[src/rtl/serial_add_pkg.sv]
// Shared definitions for the bit-serial adder: controller state encoding and default operand width.
package serial_add_pkg;

    typedef enum logic [1:0] {
        ST_IDLE = 2'd0,
        ST_RUN  = 2'd1,
        ST_DONE = 2'd2
    } state_t;

    localparam int DEFAULT_WIDTH = 8;

endpackage

[src/rtl/serial_add_ctrl_halfadder.sv]
// Single-bit half adder; two of these plus an OR form one full-adder bit slice.
module Halfadder (
    input  logic i_a,
    input  logic i_b,
    output logic o_sum,
    output logic o_carry
);

    assign o_sum   = i_a ^ i_b;
    assign o_carry = i_a & i_b;

endmodule

[src/rtl/serial_add_ctrl.sv]
// Bit-serial adder with valid/ready handshakes: one sum bit per cycle, LSB first,
// result presented after WIDTH+1 edges and held until the consumer accepts it.
module serial_add_ctrl
    import serial_add_pkg::*;
#(
    parameter int WIDTH = DEFAULT_WIDTH
) (
    input  logic             clk,
    input  logic             rst_n,
    input  logic             in_valid,
    output logic             in_ready,
    input  logic [WIDTH-1:0] a,
    input  logic [WIDTH-1:0] b,
    output logic             out_valid,
    input  logic             out_ready,
    output logic [WIDTH-1:0] sum,
    output logic             carry_out,
    output logic             busy
);

    localparam int CNT_W = $clog2(WIDTH) + 1;
    localparam logic [CNT_W-1:0] LAST_BIT = CNT_W'(WIDTH - 1);

    state_t             r_state;
    logic [WIDTH-1:0]   r_a;
    logic [WIDTH-1:0]   r_b;
    logic [WIDTH-1:0]   r_sum;
    logic [CNT_W-1:0]   r_cnt;
    logic               r_carry;
    logic               r_cout;
    logic               r_in_ready;
    logic               r_out_valid;
    logic               r_busy;

    logic w_p;
    logic w_g0;
    logic w_s;
    logic w_g1;
    logic w_c;

    Halfadder u_ha0 (
        .i_a     (r_a[0]),
        .i_b     (r_b[0]),
        .o_sum   (w_p),
        .o_carry (w_g0)
    );

    Halfadder u_ha1 (
        .i_a     (w_p),
        .i_b     (r_carry),
        .o_sum   (w_s),
        .o_carry (w_g1)
    );

    assign w_c = w_g0 | w_g1;

    // Operand shift registers carry no reset: they are always loaded before use.
    always_ff @(posedge clk) begin
        if (r_state == ST_IDLE && in_valid) begin
            r_a <= a;
            r_b <= b;
        end else if (r_state == ST_RUN) begin
            r_a <= r_a >> 1;
            r_b <= r_b >> 1;
        end
    end

    always_ff @(posedge clk or negedge rst_n) begin
        if (!rst_n) begin
            r_state     <= ST_IDLE;
            r_sum       <= '0;
            r_cnt       <= '0;
            r_carry     <= 1'b0;
            r_cout      <= 1'b0;
            r_in_ready  <= 1'b1;
            r_out_valid <= 1'b0;
            r_busy      <= 1'b0;
        end else begin
            case (r_state)
                ST_IDLE: begin
                    if (in_valid) begin
                        r_state    <= ST_RUN;
                        r_carry    <= 1'b0;
                        r_cnt      <= '0;
                        r_in_ready <= 1'b0;
                        r_busy     <= 1'b1;
                    end
                end
                ST_RUN: begin
                    // New bit enters at the MSB so bit i settles at sum[i] after WIDTH shifts.
                    r_sum   <= WIDTH'({w_s, r_sum} >> 1);
                    r_carry <= w_c;
                    if (r_cnt == LAST_BIT) begin
                        r_state     <= ST_DONE;
                        r_cout      <= w_c;
                        r_out_valid <= 1'b1;
                    end else begin
                        r_cnt <= r_cnt + 1'b1;
                    end
                end
                ST_DONE: begin
                    if (out_ready) begin
                        r_state     <= ST_IDLE;
                        r_out_valid <= 1'b0;
                        r_in_ready  <= 1'b1;
                        r_busy      <= 1'b0;
                    end
                end
                default: begin
                    r_state     <= ST_IDLE;
                    r_in_ready  <= 1'b1;
                    r_out_valid <= 1'b0;
                    r_busy      <= 1'b0;
                end
            endcase
        end
    end

    assign in_ready  = r_in_ready;
    assign out_valid = r_out_valid;
    assign busy      = r_busy;
    assign sum       = r_sum;
    assign carry_out = r_cout;

endmodule
[config.mk]
export PLATFORM = sky130hd
export DESIGN_NAME = serial_add_ctrl
export DESIGN_NICKNAME = d
export VERILOG_FILES = /design/src/rtl/serial_add_pkg.sv /design/src/rtl/serial_add_ctrl_halfadder.sv /design/src/rtl/serial_add_ctrl.sv
export SDC_FILE = /design/constraint.sdc
export NUM_CORES = 1
export LEC_CHECK = 0
export ABC_AREA = 1
export CAP_MARGIN = 25
export CORE_ASPECT_RATIO = 0.75
export CORE_UTILIZATION = 40
export DETAILED_ROUTE_END_ITERATION = 8
export GPL_TIMING_DRIVEN = 0
export HOLD_SLACK_MARGIN = 0.12
export PLACE_DENSITY = 0.73
export SYNTH_ARGS = -nofsm -noshare
export SYNTH_HDL_FRONTEND = slang
export SYNTH_SLANG_ARGS = --single-unit
[constraint.sdc]
create_clock -name clk -period 2.36 [get_ports clk]
set_input_delay 0.354 -clock clk [delete_from_list [all_inputs] [get_ports clk]]
set_output_delay 0.354 -clock clk [all_outputs]
set_load 0.02 [all_outputs]
==> run_results.csv, run 1 <==
group,metric,value,unit
clocking,cts.sinks,35,
sta,setup_violations,0,
die,die_h,55.6,um
global_route,grt_pass1_vias,1041,
synthesis,netlist_top_cells_area,"edfxtp_1, dfrtp_1, nand2_1",
final_layout,layout_common_cells,"nand2_1, clkdlybuf4s50_1, dfrtp_1",
global_route,grt_overflow,0,
final_layout,nFillCells,354,
sta,rsz0062_at_grt,"false",
clocking,cts_tree,"yes",
clocking,cts_setup_buffers,0,
sta,final.setup_skew,0.00596,ns
pwr,swShare,35.6,%
final_layout,drive_above_1_share,11.2,%
pwr,p_int,1.75,mW
critical_path,cp.required,2.29,ns
run_status,status,"finished, final reports clean",
clocking,cts_max_level,2,
sta,timing.hold.ws,0.475,ns
synthesis,synth_cell_types,21,
sta,maxSlewHeadroom,43.0,%
clocking,post_cts_resized,0,
critical_path,critPathKind,"input port to register",
clocking,clock_latency,0.29,ns
pwr,p_leak,0.943,nW
critical_path,reg2reg_from,"r_state[0]$_DFFE_PN0P_",
placement,detailedPlace.worstSlack,0.243,ns
critical_path,worstSetupStartpointType,"input port",
clocking,clkTransAtPathRegs,0.07,ns
synthesis,syn_area_per_cell,9.75,um2
die,pin_count,32,
placement,io_buffers,31,
synthesis,syn-instance-count,157,
final_layout,layout_commonest_cell,"nand2_1",
pwr,p_comb_share,37.5,%
sta,fin_tns_setup,0,ns
drt,drt_iter0_markers,54,
drt,wl_per_cell,11.4,um
drt,ant_nets,0,
pwr,ir_drop,612,uV
synthesis,synthesis.nets,179,
placement,gp_congestion,0.736,
global_route,grt.total_usage,15.5,%
hold_path,hold_path_startpoint,"busy$_DFFE_PN0P_",
synthesis,syn_area,0.00153,mm2
sta,hold_viol,0,
critical_path,end_kind,"register",
final_layout,final_util,55.2,%
hold_path,hp-class,"register to register",
synthesis,yosysWarnings,0,
sta,setup_slack,0.580,ns
global_route,antenna_found_initial,0,
final_layout,nets,217,
drt,wl,2820,um
sta,post-route-min-period,1.78,ns
pwr,power_frac_clock,19.9,%
die,start_util,41.8,%
clocking,cts_made_buffers,5,
sta,maxSlewViolCount,0,
placement,hpwl,1940,um
sta,fin_crit_sh,75.4,%
final_layout,diodes,0,
critical_path,cp.arrival,1.71,ns
drt,drc,0,
drt,vias,1147,
sta,fmax,562,MHz
global_route,grt_max_degree,20,
final_layout,area_delta_synth_final,31.9,%
global_route,grt_pass1_wl,4700,um
synthesis,synth_top_area_share,31.4,%
die,core_area,0.00366,mm2
drt,dr.pass1.iters,4,
synthesis,yosysSeqAreaShare,62.5,%
pwr,p_sw,0.966,mW
die,row_count,19,
critical_path,critPathLaunch,"in_valid",
clocking,cts.root.buffer_cell,"clkbuf_8",
die,die_x,73.5,um
sta,worstMarginPinSlew,0.852,ns
clocking,ctsHoldBuffers,0,
drt,avgViaCountPerCell,4.63,
synthesis,yosys.area.top_type,"edfxtp_1",
pwr,seqPwrFrac,42.6,%
synthesis,ys_ff_latch,35,
pwr,p_per_area,1340,mW/mm2
run,cap_violations,0,
clocking,cts.path.max_buffers,2,
critical_path,path_max_fanout,16,
die,die-area,0.00408,mm2
[layer usage]
layer  track usage, %  vias to the layer above  wire length, um
li1                 -                      573                -
met1             21.5                      535             1370
met2             22.5                       36             1260
met3             4.35                        3              173
met4             7.42                        0               25
met5                0                        -                0
[critical path, stage by stage]
cell             delay [ns]
clkdlybuf4s50_1        0.51
nand3_4                0.15
buf_6                  0.18
nand2_1                0.49
[cell usage after synthesis]
library cell and instances:
dfrtp_1 18, o21ai_0 8, edfxtp_1 16, nor2_1 6, nand2_1 72, dfstp_2 1, ha_1 1, nand3_1 9
inv_2 2, nand4_1 1, nor2_2 1, nor2_4 1, nand3_4 1, or2_2 1, o21ai_1 2, inv_1 9
inv_4 1, buf_4 1, fa_1 1, nand2_2 1, buf_6 4
[layout make-up]
class                      count  area, um2  area share (%)
sequential                    35        957            47.4
multi-input combinational    105        474            23.5
clock buffer                   5       68.8            3.41
inverter                      12       47.5            2.35
buffer                         5       52.6            2.60
clock inverter                 3       43.8            2.17
timing repair buffer          31        310            15.4
tap                           52       65.1            3.22
[worst paths after layout]
kind | cells past startpoint | slack, ns | end
max reg2reg | 4 | 0.61 | r_a[5]$_DFFE_PP_
min in group asynchronous | 1 | 0.55 | sum[1]$_DFFE_PN0P_
max | 4 | 0.58 | r_a[5]$_DFFE_PP_
min | 2 | 0.48 | busy$_DFFE_PN0P_
min reg2reg | 2 | 0.48 | busy$_DFFE_PN0P_
max in group asynchronous | 1 | 1.28 | r_cnt[1]$_DFFE_PN0P_
[cell families (layout without fill, tap and decap cells)]
family          after synthesis  after routing  synth area share, %
fa+ha+maj                     2              2                 2.12
simple gates                 93             93                 25.6
flops                        35             35                 62.5
compound gates               10             10                 3.27
buf+inv                      17             56                 6.54
[power by group through the flow]
| stage | sequential, mW | clock, mW | combinational (mW) |
|---|---|---|---|
| finish | 1.16 | 0.540 | 1.02 |
| global route | 1.19 | 0.573 | 1.15 |
| CTS | 1.16 | 0.549 | 1.04 |
| detailed placement | 1.17 | 0 | 1.03 |
| global placement | 1.16 | 0 | 1.01 |
| floorplan | 1.24 | 0 | 0.582 |
[sequential cells by signal, summed over array words and instances (netlist names), 2 cells and up]
signal   cells
r_a          8
sum          8
r_cnt        4
r_state      2
r_b          8
[per-stage QoR]
stage,total power [mW],cells,cell area [um2]
2_1_floorplan,1.82,157,1530
3_3_place_gp,2.16,240,1910
3_5_place_dp,2.19,240,1910
4_1_cts,2.74,248,2020
5_1_grt,2.91,248,2020
6_report,2.71,248,2020
No activity file was read; power rests on OpenSTA's default activity.
==> run 2: changes to the inputs <==
==> constraint.sdc (replaced) <==
create_clock -name clk -period 1.65 [get_ports clk]
set_input_delay 0.2475 -clock clk [delete_from_list [all_inputs] [get_ports clk]]
set_output_delay 0.2475 -clock clk [all_outputs]
set_load 0.02 [all_outputs]
==> run_results.csv, run 2 (synthesis results as in run 1) <==
group,metric,value,unit
sta,post-route-min-period,1.52,ns
critical_path,reg2reg_from,"r_state[0]$_DFFE_PN0P_",
critical_path,cp.arrival,1.27,ns
pwr,ir_drop,880,uV
die,die-area,0.00408,mm2
placement,hpwl,1940,um
pwr,p_comb_share,37.6,%
die,start_util,41.8,%
final_layout,nets,217,
sta,setup_slack,0.130,ns
drt,wl_per_cell,11.2,um
clocking,cts.path.max_buffers,2,
final_layout,layout_commonest_cell,"nand2_1",
run,cap_violations,0,
global_route,grt.total_usage,15.5,%
global_route,grt_pass1_vias,1041,
global_route,grt_max_degree,20,
drt,ant_nets,0,
critical_path,cp_top_family,"buffers and inverters",
placement,io_buffers,31,
die,die_h,55.6,um
drt,avgViaCountPerCell,4.63,
sta,rsz0062_at_grt,"false",
sta,setup_violations,0,
critical_path,r2r_setup_slack,0.13,ns
die,row_count,19,
critical_path,slowest_delay,0.61,ns
final_layout,final_util,55.2,%
sta,hold_viol,0,
clocking,cts_made_buffers,5,
critical_path,cp-endpoint,"sum[1]",
placement,detailedPlace.worstSlack,-0.361,ns
global_route,grt_pass1_wl,4700,um
pwr,swShare,35.6,%
critical_path,timing.rr.end,"r_a[5]$_DFFE_PP_",
drt,vias,1147,
critical_path,critPathKind,"register to output pin",
final_layout,drive_above_1_share,11.7,%
run_status,status,"finished, final reports clean",
clocking,ctsHoldBuffers,0,
clocking,cts_setup_buffers,0,
sta,fin_crit_sh,92.1,%
pwr,seqPwrFrac,42.6,%
pwr,p_sw,1.38,mW
clocking,cts_tree,"yes",
global_route,gr-usage-met2,22.5,%
critical_path,end_kind,"output pin",
drt,wl,2790,um
critical_path,crit_buf_inv,1,
critical_path,worstSetupStartpointType,"register",
sta,maxSlewViolCount,0,
pwr,finalPower,3.87,mW
final_layout,area_delta_synth_final,31.9,%
final_layout,diodes,0,
pwr,p_leak,0.947,nW
global_route,grtUsageMet3,4.35,%
critical_path,critPathLaunch,"sum[1]$_DFFE_PN0P_",
die,pin_count,32,
global_route,antenna_found_initial,0,
drt,dr.pass1.iters,4,
clocking,cts.root.buffer_cell,"clkbuf_8",
drt,drc,0,
final_layout,finalNonFillerCells,248,
clocking,cts.sinks,35,
pwr,p_per_area,1920,mW/mm2
critical_path,critPathSlowestCell,"clkdlybuf4s50_1",
critical_path,path_max_fanout,3,
hold_path,hp-class,"input port to asynchronous set/reset pin",
sta,maxSlewHeadroom,44.1,%
clocking,cts_max_level,2,
pwr,power_frac_clock,19.9,%
sta,worstMarginPinSlew,0.836,ns
placement,gp_congestion,0.736,
sta,timing.hold.ws,0.433,ns
critical_path,reg2regPathDepth,4,
critical_path,cp.required,1.40,ns
final_layout,layout_common_cells,"nand2_1, clkdlybuf4s50_1, dfrtp_1",
clocking,clock_latency,0.29,ns
global_route,busiest_layer,"met2",
global_route,grtUsageMet1,21.5,%
critical_path,worst-path-stages,1,
sta,final.setup_skew,0.00690,ns
drt,drt_iter0_markers,58,
clocking,clkTransAtPathRegs,0.07,ns
sta,fmax,658,MHz
placement,place_inst,240,
global_route,grt_overflow,0,
critical_path,path_cells,"clkdlybuf4s50_1",
final_layout,nFillCells,354,
die,core_area,0.00366,mm2
pwr,p_int,2.50,mW
die,die_x,73.5,um
run 2: stage by stage:
stage          setup TNS [ns]  instance area (um2)
3_3_place_gp            -5.64                 1910
3_5_place_dp            -5.77                 1910
6_report                    0                 2020
2_1_floorplan               0                 1530
4_1_cts                     0                 2020
5_1_grt                     0                 2020
run 2: worst min path at each step:
| stage | startpoint | end | slack [ns] | cells after the start |
|---|---|---|---|---|
| 2_1_floorplan | rst_n | busy$_DFFE_PN0P_ | -0.05 | 0 |
| 3_3_place_gp | busy$_DFFE_PN0P_ | busy$_DFFE_PN0P_ | 0.46 | 2 |
| 3_5_place_dp | busy$_DFFE_PN0P_ | busy$_DFFE_PN0P_ | 0.46 | 2 |
| 4_1_cts | rst_n | r_carry$_DFFE_PN0P_ | 0.47 | 1 |
| 5_1_grt | busy$_DFFE_PN0P_ | busy$_DFFE_PN0P_ | 0.50 | 2 |
| 6_report | rst_n | sum[1]$_DFFE_PN0P_ | 0.43 | 1 |
run 2: timing repair:
item,in CTS,in global routing
setup endpoints to repair,17,0
gates resized for setup,2,0
endpoints found under the hold margin,0,0
run 2: layer usage:
metal | up-vias | part of all wire, %
li1 | 573 | -
met1 | 536 | 48
met5 | - | 0
met2 | 35 | 45
met3 | 3 | 6.4
met4 | 0 | 1.0
run 2: cell type report:
cell class | instances | area, um2 | share of cell area, %
Sequential cell | 35 | 957 | 47.4
Multi-Input combinational cell | 105 | 477 | 23.6
Timing Repair Buffer | 31 | 309 | 15.3
Clock buffer | 5 | 68.8 | 3.41
Tap cell | 52 | 65.1 | 3.22
Buffer | 5 | 52.6 | 2.60
Inverter | 12 | 47.5 | 2.35
Clock inverter | 3 | 43.8 | 2.17
run 2: power by group through the flow:
| stage | clock, mW | combinational, mW | sequential (mW) |
|---|---|---|---|
| 2_1_floorplan | 0 | 0.833 | 1.77 |
| 3_3_place_gp | 0 | 1.44 | 1.65 |
| 3_5_place_dp | 0 | 1.47 | 1.67 |
| 4_1_cts | 0.785 | 1.48 | 1.65 |
| 5_1_grt | 0.820 | 1.65 | 1.70 |
| 6_report | 0.770 | 1.46 | 1.65 |
==> RTL change (flow settings as in run 2) <==
Set the package constant `DEFAULT_WIDTH` to 16 (it was 8).
--- a/src/rtl/serial_add_pkg.sv
+++ b/src/rtl/serial_add_pkg.sv
@@ -8,5 +8,5 @@
     } state_t;
 
-    localparam int DEFAULT_WIDTH = 8;
+    localparam int DEFAULT_WIDTH = 16;
 
 endpackage
Ports: changed (resized a, b and sum); port bits go from 32 to 56. The function was not compared with the original's and may differ.
==> RTL change against run 2 <==
  * Power is 78% higher
  * Synthesized cell count is 68% higher
  * Area after synthesis is 67% higher
  * Largest cell class unchanged
  * Non-clock buffer count is 31 higher
  * Sequential power is 74% higher
  * Sequential cell count is 25 higher
  * Design area is 72% higher
  * Combinational power is 75% higher
  * Highest routed layer unchanged
  * Worst setup slack worse by 67 ps
  * Routed wire length is 81% higher
  * Sequential share of layout area is 0.49 points higher
==> RTL change: results (changes against run 2) <==
| Metric | Value |
|---|---|
| Worst path arrival time | `1340 ps (+70 ps)` |
| Post-synthesis adder-cell area fraction | `1.77% (-0.36 points)` |
| Post-synth cell types | `19 (-9.5%)` |
| Worst R2R End | `r_cnt[4]` |
| Total wire length | `5.04 mm (+81%)` |
| FF-to-FF setup slack | `80 ps (-50 ps)` |
| H-tree depth | `3 (+1)` |
| Largest net degree at the start of global routing | `33 (+65%)` |
| Status | `completed` |
| DR vias | `1905 (+66%)` |
| GPL Wtd Cong | `0.758 (+3.0%)` |
| Synth top area cells | `edfxtp_1 (38%), dfrtp_1 (26%), nand2_1 (19%), o21ai_0 (3.5%), inv_1 (3.1%)` |
| Clock buffer count from CTS | `9 (+4)` |
| Reg2Reg Depth | `9 (+5)` |
| Final #Nets | `370 (+71%)` |
| # fillers | `537 (+52%)` |
| Seq. pwr | `2.87 mW (+74%)` |
| Worst skew pair latency | `340 ps (+50 ps)` |
| Final worst slack | `62.5 ps (-67.5 ps)` |
| Share of cells above drive strength 1 | `10.1% (-1.6 points)` |
| DRT iter0 DRCs | `110 (+90%)` |
| Worst R2R Start | `r_cnt[0]` |
| Least-Margin Pin Slew | `492 ps (-344 ps)` |
| Dominant synthesized flop cell | `edfxtp_1` |
| Vias in the first global route | `1816 (+74%)` |
| Total track usage | `16.6% (+1.0 points)` |
| Commonest cells post-synth | `nand2_1 (127), edfxtp_1 (32), dfrtp_1 (27)` |
| Int Pwr | `4.48 mW (+79%)` |
| Compound-Gate Fraction of Synth Area | `4.12% (+0.85 points)` |
| Synth Net Count | `302 (+69%)` |
| Post-Place Setup Slack | `-399 ps (-38.3 ps)` |
| Number of port buffers | `55 (+77%)` |
==> RTL change: repair_timing <==
item	CTS	global route
endpoints found under the setup margin	33	35
gates resized for setup	2	1
buffers inserted	0	1
==> RTL change: routing by layer <==
layer | part of all wire [%] | vias up | global-route usage [%]
met3 | 5.6 | 5 | 7.85
li1 | - | 969 | -
met2 | 46 | 47 | 24.9
met5 | 0 | - | 0
met1 | 48 | 884 | 21.4
met4 | 0.73 | 0 | 4.79
==> RTL change: cells by family (layout without fill, tap and decap cells) <==
kind of cell	Yosys count	after routing
adder cells (fa/ha/maj)	3	3
flip-flops	60	60
buffers and inverters	31	104
AO/OA/AOI/OAI	21	21
AND/OR/NAND/NOR	148	148
==> RTL change: worst min-delay path by stage <==
stage	startpoint	endpoint	cells past startpoint
2_1_floorplan	rst_n	busy	0
3_3_place_gp	in_ready	in_ready	2
3_5_place_dp	in_ready	in_ready	2
4_1_cts	rst_n	busy	1
5_1_grt	rst_n	busy	1
6_report	rst_n	out_valid	1
==> RTL change: cell type report <==
class / count / area (µm²) / share of cell area [%]
clock inverters: 5 / 52.6 / 1.51
clock buffers: 11 / 174 / 5.01
inverters: 21 / 78.8 / 2.27
well taps: 78 / 97.6 / 2.81
repair buffers: 57 / 584 / 16.8
multi-input cells: 172 / 748 / 21.5
plain buffers: 10 / 76.3 / 2.20
flip-flops and latches: 60 / 1660 / 47.9
==> RTL change: stage by stage <==
stage	util (%)	hold slack (ps)	instance area (µm²)	TNS [ps]	instances
floorplan	-	-48.1	2550	0	263
global placement	53.6	458	3200	-14920	396
detailed placement	54.0	466	3230	-12740	397
CTS	57.9	233	3460	0	413
global route	58.1	247	3470	0	414
finish	58.1	240	3470	0	414
